`config.mk`:
```
export PLATFORM = sky130hd
export DESIGN_NAME = regfile_wb_arbiter
export DESIGN_NICKNAME = d
export VERILOG_FILES = /design/src/rtl/regfile_wb_arbiter_pkg.sv /design/src/rtl/regfile_wb_arbiter_fifo.sv /design/src/rtl/regfile_wb_arbiter.sv
export SDC_FILE = /design/constraint.sdc
export NUM_CORES = 1
export LEC_CHECK = 0
export BUFFER_PORTS_ARGS = -buffer_cell sky130_fd_sc_hd__buf_2
export CORE_MARGIN = 8
export CORE_UTILIZATION = 52
export DETAILED_ROUTE_END_ITERATION = 8
export GPL_TIMING_DRIVEN = 0
export PLACE_DENSITY = 0.77
export SYNTH_ARGS = -nofsm -noshare
export SYNTH_HDL_FRONTEND = slang
export SYNTH_HIERARCHICAL = 1
export SYNTH_SLANG_ARGS = --single-unit
```
`constraint.sdc`:
```
create_clock -name Clk -period 2.3 [get_ports Clk]
set_clock_uncertainty 0.2 [all_clocks]
set_input_delay 0.115 -clock Clk [delete_from_list [all_inputs] [get_ports Clk]]
set_output_delay 0.115 -clock Clk [all_outputs]
set_load 0.03 [all_outputs]
```
`src/rtl/regfile_wb_arbiter_pkg.sv`:
```
// Shared widths, the hard-wired zero register and the requester-port index type
// for the register-file writeback arbiter.
package regfile_wb_arbiter_pkg;

  localparam int unsigned ADDR_W = 5;
  localparam int unsigned DATA_W = 32;
  localparam logic [ADDR_W-1:0] ZERO_REG = '0;

  typedef enum logic {
    PORT0 = 1'b0,
    PORT1 = 1'b1
  } portIdx_t;

  function automatic portIdx_t otherPort(input portIdx_t p);
    return (p == PORT0) ? PORT1 : PORT0;
  endfunction

endpackage

```
`src/rtl/regfile_wb_arbiter_fifo.sv`:
```
// wb_fifo: per-requester writeback queue with head outputs and a per-entry
// address/valid view used to build the Pending scoreboard.
module wb_fifo
  import regfile_wb_arbiter_pkg::*;
#(
  parameter int unsigned DEPTH = 2
) (
  input  logic                         clk,
  input  logic                         rst_n,
  input  logic                         push,
  input  logic [ADDR_W-1:0]            pushAddr,
  input  logic [DATA_W-1:0]            pushData,
  input  logic                         pop,
  output logic                         full,
  output logic                         empty,
  output logic [ADDR_W-1:0]            headAddr,
  output logic [DATA_W-1:0]            headData,
  output logic [DEPTH-1:0][ADDR_W-1:0] entryAddr,
  output logic [DEPTH-1:0]             entryValid
);

  localparam int unsigned PTR_W = (DEPTH > 1) ? $clog2(DEPTH) : 1;

  logic [PTR_W-1:0]            wrPtr;
  logic [PTR_W-1:0]            rdPtr;
  logic [PTR_W:0]              count;
  logic [DEPTH-1:0][ADDR_W-1:0] addrMem;
  logic [DEPTH-1:0][DATA_W-1:0] dataMem;
  logic [DEPTH-1:0]            validMem;
  logic                        doPush;
  logic                        doPop;

  assign full     = (count == (PTR_W+1)'(DEPTH));
  assign empty    = (count == '0);
  assign doPush   = push && !full;
  assign doPop    = pop && !empty;
  assign headAddr = addrMem[rdPtr];
  assign headData = dataMem[rdPtr];
  assign entryAddr  = addrMem;
  assign entryValid = validMem;

  // Pointers wrap naturally because DEPTH is a power of two.
  always_ff @(posedge clk or negedge rst_n) begin
    if (!rst_n) begin
      wrPtr    <= '0;
      rdPtr    <= '0;
      count    <= '0;
      addrMem  <= '0;
      dataMem  <= '0;
      validMem <= '0;
    end else begin
      if (doPush) begin
        addrMem[wrPtr]  <= pushAddr;
        dataMem[wrPtr]  <= pushData;
        validMem[wrPtr] <= 1'b1;
        wrPtr           <= wrPtr + 1'b1;
      end
      if (doPop) begin
        validMem[rdPtr] <= 1'b0;
        rdPtr           <= rdPtr + 1'b1;
      end
      case ({doPush, doPop})
        2'b10:   count <= count + 1'b1;
        2'b01:   count <= count - 1'b1;
        default: count <= count;
      endcase
    end
  end

endmodule

```
`src/rtl/regfile_wb_arbiter.sv`:
```
// Two-port register-file writeback arbiter: queues per requester, one grant per
// cycle, registered write port. Define WB_ARB_RR_EN for round-robin arbitration.
module regfile_wb_arbiter
  import regfile_wb_arbiter_pkg::*;
#(
  parameter int unsigned FIFO_DEPTH = 2
) (
  input  logic              Clk,
  input  logic              Rst_n,
  input  logic              ReqValid0,
  output logic              ReqReady0,
  input  logic [ADDR_W-1:0] ReqAddr0,
  input  logic [DATA_W-1:0] ReqData0,
  input  logic              ReqValid1,
  output logic              ReqReady1,
  input  logic [ADDR_W-1:0] ReqAddr1,
  input  logic [DATA_W-1:0] ReqData1,
  output logic              RegWrite,
  output logic [ADDR_W-1:0] WriteRegister,
  output logic [DATA_W-1:0] WriteData,
  output logic [31:0]       Pending
);

  logic                              full0, full1, empty0, empty1;
  logic                              pop0, pop1;
  logic [ADDR_W-1:0]                 headAddr0, headAddr1;
  logic [DATA_W-1:0]                 headData0, headData1;
  logic [FIFO_DEPTH-1:0][ADDR_W-1:0] entryAddr0, entryAddr1;
  logic [FIFO_DEPTH-1:0]             entryValid0, entryValid1;
  logic                              grantValid;
  portIdx_t                          grantPort;
  logic [ADDR_W-1:0]                 grantAddr;
  logic [DATA_W-1:0]                 grantData;

  assign ReqReady0 = !full0;
  assign ReqReady1 = !full1;

  wb_fifo #(.DEPTH(FIFO_DEPTH)) fifo0 (
    .clk(Clk), .rst_n(Rst_n),
    .push(ReqValid0), .pushAddr(ReqAddr0), .pushData(ReqData0),
    .pop(pop0), .full(full0), .empty(empty0),
    .headAddr(headAddr0), .headData(headData0),
    .entryAddr(entryAddr0), .entryValid(entryValid0)
  );

  wb_fifo #(.DEPTH(FIFO_DEPTH)) fifo1 (
    .clk(Clk), .rst_n(Rst_n),
    .push(ReqValid1), .pushAddr(ReqAddr1), .pushData(ReqData1),
    .pop(pop1), .full(full1), .empty(empty1),
    .headAddr(headAddr1), .headData(headData1),
    .entryAddr(entryAddr1), .entryValid(entryValid1)
  );

`ifdef WB_ARB_RR_EN
  portIdx_t rrPtr;

  always_ff @(posedge Clk or negedge Rst_n) begin
    if (!Rst_n) begin
      rrPtr <= PORT0;
    end else if (grantValid) begin
      rrPtr <= otherPort(grantPort);
    end
  end

  always_comb begin
    grantValid = !empty0 || !empty1;
    grantPort  = PORT0;
    if (!empty0 && !empty1) begin
      grantPort = rrPtr;
    end else if (!empty1) begin
      grantPort = PORT1;
    end
  end
`else
  always_comb begin
    grantValid = !empty0 || !empty1;
    grantPort  = empty0 ? PORT1 : PORT0;
  end
`endif

  assign pop0      = grantValid && (grantPort == PORT0);
  assign pop1      = grantValid && (grantPort == PORT1);
  assign grantAddr = (grantPort == PORT0) ? headAddr0 : headAddr1;
  assign grantData = (grantPort == PORT0) ? headData0 : headData1;

  // A zero-register grant still consumes the slot but never raises RegWrite.
  always_ff @(posedge Clk or negedge Rst_n) begin
    if (!Rst_n) begin
      RegWrite      <= 1'b0;
      WriteRegister <= '0;
      WriteData     <= '0;
    end else begin
      RegWrite <= grantValid && (grantAddr != ZERO_REG);
      if (grantValid) begin
        WriteRegister <= grantAddr;
        WriteData     <= grantData;
      end
    end
  end

  always_comb begin
    Pending = '0;
    for (int unsigned i = 0; i < FIFO_DEPTH; i++) begin
      if (entryValid0[i]) Pending[entryAddr0[i]] = 1'b1;
      if (entryValid1[i]) Pending[entryAddr1[i]] = 1'b1;
    end
    if (RegWrite) Pending[WriteRegister] = 1'b1;
    Pending[ZERO_REG] = 1'b0;
  end

endmodule

```
==> metrics, run 1 <==
outcome finished, final reports clean; IO Count 150; Tightest Hold Check Type in -> async; CP endpoint kind primary output; Cells after Synth 827; M1 WL 12000 um; CTS Buf Count 17; RSZ-0062 raised after global routing yes; VDD IR-drop max 0.00107 V; Slew HR 49.9%; Cell Pwr Density 1590 mW/mm2; synthesized area per cell 12.3 um2; Arrival @ worst endpoint 1970 ps; Avg WL per Cell 20.8 um; CTS tree built; final setup fails 0; Layout area overhead 27.0%; Clk Latency, worst-skew pair 430 ps; Syn Nets 907; Fill cells 1495; Post-DP HPWL 19600 um; # DRC 0; GRT Util Overall 23.7%; reg2reg path depth 5; Post-synth EDFFs 0; Detail Route Antenna Nets 0; Worst-Margin Slew 751 ps; Cell variety after synth 44; synthesized area 0.0102 mm2; routed wl met2 13900 um; most frequent cells in the layout dfrtp_1, mux2_2, buf_2; layout cells sized above 1 44.2%; final hold vios 0; htree depth 4; Core ar. 0.0194 mm2; period utilisation layout 99.5%; global route overflow 0; design area 0.0130 mm2; met3 WL 2000 um; max_cap viols 0; largest fanout on the critical path 6; sequential fraction of the synthesis area 48.5%; via count 7812; first-pass GRT wire length 45300 um; Top Metal Used met4; Critical Path RT 1990 ps; die height 156 um; placed cell areas 0.0113 mm2; Peak Freq 0.437 GHz; Max Buffers Root-to-Sink 2; vias in the first global route 8151; Die Area 0.0244 mm2; Synth Register Bits 198; Main synth FF type dfrtp_1; Total Routed Length 28400 um; gpl congestion 0.938; clock-pin slew on the worst setup and hold paths 70 ps; Setup TNS Final 0 ps; yosys warns 6; initial antenna violation count 2; async set or reset register ratio after synthesis 100%; pin count of the biggest net entering global routing 111; startpoint types register; Root Driver clkbuf_16; Pleak 5.63 nW; Power Total 0.0206 W; Initial DRC Count 584; Die Width 156 um; IO buf count 148; Placed Cells 1241; row count 51; Final min period 2290 ps; Initial Utilization 52.6%; fin. max-slew vios 0; kind of critical path reg -> out; DRT Pass-1 Iters 5; final non-filler cell total 1366; clock sink count 198; most common cell after layout, fill and taps aside dfrtp_1; Vias/cell 5.72; Layout Nets 1166
[flip-flops by register name, summed over array words and instances (netlist names)]
signal	flops
RegWrite	1
WriteData	32
WriteRegister	5
fifo0/count	2
fifo0/dataMem	64
fifo0/entryAddr	10
fifo0/entryValid	2
fifo0/rdPtr	1
fifo0/wrPtr	1
fifo1/count	2
fifo1/dataMem	64
fifo1/entryAddr	10
fifo1/entryValid	2
fifo1/rdPtr	1
fifo1/wrPtr	1
[what timing repair did]
item                                   in CTS  in global routing
hold buffers                               77                  0
endpoints found under the hold margin     240                  0
setup buffers                               2                 13
pin swaps                                   1                  6
resized for setup                          23                 36
setup endpoints to repair                  15                 30
[per-stage QoR]
| stage | worst slack, ps | util (%) | hold slack (ps) |
|---|---|---|---|
| 2_1_floorplan | 135 | - | -381 |
| 3_3_place_gp | -2340 | 58.2 | 147 |
| 3_5_place_dp | -240 | 58.4 | -30.1 |
| 4_1_cts | 1.40 | 65.9 | 89.9 |
| 5_1_grt | -69.3 | 66.9 | 122 |
| 6_report | 11.6 | 66.9 | 54.5 |
[kinds of logic after synthesis]
family | count (synthesis) | share of synthesized area, %
AOI/OAI and AO/OA | 99 | 6.05
xor gates and xnor gates | 10 | 0.858
adders and majority gates | 2 | 0.245
buffers and inverters | 54 | 3.53
DFF | 198 | 48.5
muxes | 259 | 28.8
other | 1 | 0.0367
and+or+nand+nor | 204 | 11.9
[report_power, final]
part / leakage, nW / switching (W) / internal (W) / total [W]
clock network: 0.301 / 0.00141 / 0.00178 / 0.00320
registers: 2.30 / 0.00150 / 0.00537 / 0.00686
logic: 3.03 / 0.00565 / 0.00492 / 0.0106
total: 5.63 / 0.00856 / 0.0121 / 0.0206
[layout make-up]
cell class / count / area (um2) / share of cell area, %
clock inverter: 13 / 188 / 1.45
multi-input combinational: 575 / 4960 / 38.3
clock buffer: 19 / 443 / 3.42
sequential: 198 / 4980 / 38.4
timing repair buffer: 241 / 1660 / 12.8
inverter: 7 / 26.3 / 0.203
antenna: 2 / 5.00 / 0.0386
buffer: 46 / 372 / 2.87
tap: 265 / 332 / 2.56
[routing by layer]
metal | vias up | global-route usage, %
li1 | 3584 | -
met1 | 3899 | 30.0
met2 | 294 | 39.1
met3 | 35 | 6.43
met4 | 0 | 7.28
met5 | - | 0
[critical path: stages (launching register included)]
cell      delay, ps
dfrtp_2         430
buf_2           190
and4bb_2        300
a32oi_1         280
nand4_1         140
buf_2           200
[synth_stat cells, types with 15 or more instances]
cell type / count / area, um2
a21oi_1: 38 / 190
o22ai_1: 28 / 175
nand3_1: 23 / 115
mux2i_1: 37 / 370
mux2_1: 30 / 338
nand4b_1: 15 / 131
mux2_4: 20 / 300
nand2_1: 18 / 67.6
a22oi_1: 22 / 165
dfrtp_1: 198 / 4950
nor2_1: 59 / 221
and4bb_2: 15 / 188
mux2_2: 172 / 1940
[worst paths after layout]
path,start,endpoint,slack (ps)
hold reg to reg,fifo0/dataMem[13],fifo0/dataMem[13],290
hold / removal,Rst_n,fifo0/dataMem[53],50
max in group asynchronous,Rst_n,fifo1/entryAddr[1],860
setup reg to reg,fifo1/rdPtr,RegWrite,110
min in group Clk,ReqData0[9],fifo0/dataMem[9],250
setup / recovery,fifo0/entryAddr[4],Pending[11],10
(Power assumes the default switching activity.)
==> inputs of run 2 (changes only) <==
BUFFER_PORTS_ARGS = not set   (was -buffer_cell sky130_fd_sc_hd__buf_2)
CORE_UTILIZATION = 40   (was 52)
DONT_BUFFER_PORTS = 1   (was not set)
PLACE_DENSITY = not set   (was 0.77)
==> run 2 against run 1 <==
Against the previous run:
- clock power is 6.6% lower
- clock-buffer cell count stayed put
- sequential power is 12% higher
- the run now ends with negative hold slack, negative setup slack left
- critical path depth is 2 lower
- setup slack worse by 20 ps
- largest power group unchanged
==> metrics, run 2 (synthesis results as in run 1) <==
Slew HR 48.2%; Max Buffers Root-to-Sink 2; Critical Path RT 1990 ps; # DRC 0; Die Width 176 um; clock-pin slew on the worst setup and hold paths 70 ps; first-pass GRT wire length 43400 um; DRT Pass-1 Iters 5; layout cells sized above 1 34.2%; htree depth 4; Total Routed Length 27500 um; Worst path depth 3; outcome finished, violations left; Initial Utilization 40.7%; Layout Nets 1003; Cell Pwr Density 1600 mW/mm2; final hold vios 198; critical path buffer and inverter count 0; GRT Util Overall 17.9%; initial antenna violation count 0; Arrival @ worst endpoint 1990 ps; failing checks negative hold slack, negative setup slack; most frequent cells in the layout dfrtp_1, mux2_2, dlygate4sd3_1; kind of critical path reg -> out; VDD IR-drop max 0.000729 V; final setup fails 1; CTS Buf Count 17; IO Count 150; Initial DRC Count 624; CP endpoint kind primary output; largest fanout on the critical path 10; Die Area 0.0309 mm2; vias in the first global route 7322; hold_buf cts 76; die height 176 um; Reg2Reg Setup Slack 80 ps; reg2reg path depth 10; Clk Latency, worst-skew pair 430 ps; worst hold margin -820 ps; final worst slack -8.74 ps; placed cell areas 0.0106 mm2; Pleak 4.95 nW; Post-DP HPWL 19600 um; period utilisation layout 100%; cell family contributing the most delay on the critical path simple AND/OR/NAND/NOR gates; Worst-Margin Slew 777 ps; cells along the critical path nand4b_1 -> nor3_1 -> or4_4; fin. max-slew vios 0; Fill cells 2326; Critical Path Slowest Stage Cell or4_4; CTS tree built; most common cell after layout, fill and taps aside dfrtp_1; Layout area overhead 19.0%; fin util 48.4%; Critical Path Sink Pending[12]; Placed Cells 1157; global route overflow 0; clock sink count 198; final non-filler cell total 1263; Avg WL per Cell 21.8 um; diode count 0; IO buf count 0; pin count of the biggest net entering global routing 199; row count 58; startpoint types register; Worst R2R End fifo1/count[1]; design area 0.0121 mm2; gpl congestion 0.900; worst setup path start WriteRegister[2]; Root Driver clkbuf_16; Detail Route Antenna Nets 0; largest registers fifo0/dataMem: 64 flops, fifo1/dataMem: 64 flops, WriteData: 32 flops; max_cap viols 0; Power Total 0.0195 W; Worst R2R Start fifo0/count[1]; RSZ-0062 raised after global routing yes; Tightest Hold Check Type in -> async; CP peak stage delay 620 ps; Final min period 2310 ps; via count 7017; Core ar. 0.0251 mm2; Vias/cell 5.56; Peak Freq 0.433 GHz
## run 2: how the worst min path moves through the flow
| stage | startpoint | end | slack, ps | cells after the start |
|---|---|---|---|---|
| floorplan | Rst_n | RegWrite | -380 | 0 |
| global placement | Rst_n | fifo0/dataMem[12] | -370 | 0 |
| detailed placement | Rst_n | fifo0/dataMem[19] | -370 | 0 |
| CTS | Rst_n | fifo0/dataMem[19] | -840 | 0 |
| global route | Rst_n | fifo0/dataMem[51] | -840 | 0 |
| finish | Rst_n | fifo0/dataMem[51] | -820 | 0 |
## run 2: report_power, final
part | total, W | leakage (nW) | internal, W | switching [W]
Sequential | 0.00767 | 2.31 | 0.00534 | 0.00233
Combinational | 0.00883 | 2.37 | 0.00439 | 0.00444
Clock | 0.00299 | 0.274 | 0.00165 | 0.00133
## run 2: metal layers
metal	track usage [%]	part of all wire, %	vias to the layer above
met3	5.80	6.8	22
met2	28.5	47	209
met1	23.8	46	3525
met4	3.25	1.0	0
li1	-	-	3261
met5	0	0	-
## run 2: layout make-up
cell class	instances	area [um2]	area share (%)
plain buffers	46	367	3.02
clock buffers	19	453	3.73
clock inverters	10	123	1.01
inverters	7	26.3	0.216
multi-input cells	575	5020	41.3
flip-flops and latches	198	4970	40.9
well taps	330	413	3.40
repair buffers	78	776	6.39
## run 2: metrics by stage
step / TNS, ps / setup slack (ps)
3_5_place_dp: -1130 / -334
3_3_place_gp: -1110 / -333
4_1_cts: 0 / 1.37
5_1_grt: -102 / -52.7
2_1_floorplan: 0 / 135
6_report: -8.74 / -8.74
## run 2: timing repair
action,4_1_cts,5_1_grt
setup buffers,0,2
endpoints found under the hold margin,352,198
resized for setup,40,18
pin swaps,0,4
endpoints found under the setup margin,36,27
cloned,0,0
==> inputs of run 3 (changes only) <==
CORE_UTILIZATION = 45   (was 40)
CTS_BUF_LIST = sky130_fd_sc_hd__clkbuf_2 sky130_fd_sc_hd__clkbuf_4 sky130_fd_sc_hd__clkbuf_8   (was not set)
==> run 3 against run 2 <==
Against the previous run:
- the flow still finishes with violations (negative hold slack, negative setup slack)
- flip-flop and latch count unchanged
- power decreased by 2.7%
- non-clock buffer count increased by 3
- sequential share of layout area increased by 0.39 points
- via count decreased by 0.26%
- critical path type unchanged
- critical endpoint is now Pending[28]
- largest power group unchanged
==> metrics, run 3 (synthesis results as in run 1) <==
gpl congestion 0.932; Cell Pwr Density 1570 mW/mm2; Root Driver clkbuf_8; layout cells sized above 1 38.1%; Initial Utilization 45.5%; CTS Buf Count 17; htree depth 4; fin. max-slew vios 0; Clk Latency, worst-skew pair 470 ps; reg2reg path depth 5; Layout Nets 1006; Critical Path RT 1990 ps; period utilisation layout 100%; Worst R2R End RegWrite; clock-pin slew on the worst setup and hold paths 100 ps; RSZ-0062 raised after global routing yes; worst hold margin -865 ps; GR met1 Demand/Resource 25.8%; Vias/cell 5.72; Reg2Reg Setup Slack 140 ps; Tightest Hold Check Type in -> async; pre-CTS WS -346 ps; startpoint types register; die height 167 um; IO buf count 0; CP endpoint kind primary output; final non-filler cell total 1224; GR met3 Demand/Resource 5.74%; Post-DP HPWL 19000 um; # DRC 0; largest fanout on the critical path 10; clock sink count 198; initial antenna violation count 1; Total Routed Length 26800 um; max_cap viols 0; Worst R2R Start fifo1/rdPtr; DRT Pass-1 Iters 5; IO Count 150; Placed Cells 1112; most common cell after layout, fill and taps aside dfrtp_1; Core ar. 0.0224 mm2; vias in the first global route 7312; Detail Route Antenna Nets 0; Pleak 4.90 nW; Arrival @ worst endpoint 1990 ps; Most Crowded Layer GR met2; outcome finished, violations left; largest registers fifo0/dataMem: 64 flops, fifo1/dataMem: 64 flops, WriteData: 32 flops; Final min period 2300 ps; Initial DRC Count 640; met2 usage 30.5%; hold_buf cts 76; Peak Freq 0.435 GHz; global route overflow 0; most frequent cells in the layout dfrtp_1, mux2_2, dlygate4sd3_1; placed cell areas 0.0106 mm2; final setup fails 1; VDD IR-drop max 0.000771 V; Avg WL per Cell 21.9 um; final worst slack -1.06 ps; Die Area 0.0278 mm2; first-pass GRT wire length 42500 um; Layout area overhead 18.3%; final hold vios 198; via count 6999; Die Width 167 um; Worst-Margin Slew 788 ps; Slew HR 47.5%; Power Total 0.0190 W; design area 0.0121 mm2; CTS tree built; GRT Util Overall 19.3%; row count 55; pin count of the biggest net entering global routing 199; Max Buffers Root-to-Sink 2; failing checks negative hold slack, negative setup slack; kind of critical path reg -> out
-- run 3: cell types whose count changed in the layout (fill, tap and decap cells not counted), moves of 7 or more --
cell,change
or3_1,-7
or3_4,+7
dfrtp_2,+14
clkbuf_8,+15
clkbuf_16,-17
dfrtp_1,-14
-- run 3: per-layer routing --
layer  routed length [um]  up-vias
met3                 1850       24
met1                12300     3508
met5                    0        -
li1                     -     3271
met2                12400      196
met4                  252        0
-- run 3: what timing repair did --
action                                  in CTS  in global routing
pin swaps                                    8                  6
endpoints found under the hold margin      352                198
resized for setup                           60                 40
endpoints found under the setup margin      36                 29
buffers inserted                             1                  4
-- run 3: stage by stage --
stage / TNS, ps / hold slack [ps] / util (%)
CTS: -5.77 / -892 / 53.2
global route: -183 / -908 / 53.8
floorplan: 0 / -381 / -
detailed placement: -1250 / -367 / 47.1
finish: -1.06 / -865 / 53.8
global placement: -1120 / -367 / 47.1
-- run 3: layout make-up --
class | count | area, um2
clock buffers | 17 | 234
flip-flops and latches | 198 | 4990
plain buffers | 46 | 379
repair buffers | 81 | 802
clock inverters | 14 | 166
inverters | 7 | 26.3
fillers | 1967 | 10400
diodes | 1 | 2.50
well taps | 285 | 357
multi-input cells | 575 | 5120
-- run 3: worst max-delay path, cell delays in order (launching register included) --
cell     delay (ps)
dfrtp_4         600
nand4_1         230
nor3_1           70
or4_4           620
-- run 3: power breakdown --
part | switching, W | total (W) | internal (W)
registers | 0.00230 | 0.00765 | 0.00535
logic | 0.00450 | 0.00905 | 0.00454
clock network | 0.00135 | 0.00226 | 0.000905
total | 0.00815 | 0.0190 | 0.0108
-- run 3: worst max path at each step --
stage | from | end
after global placement | fifo0/count[1] | fifo1/count[1]
after detailed placement | fifo0/count[1] | fifo1/count[1]
final | WriteRegister[2] | Pending[28]
after floorplan | fifo1/count[1] | fifo1/count[1]
after global routing | WriteRegister[2] | Pending[28]
after CTS | WriteRegister[2] | Pending[28]
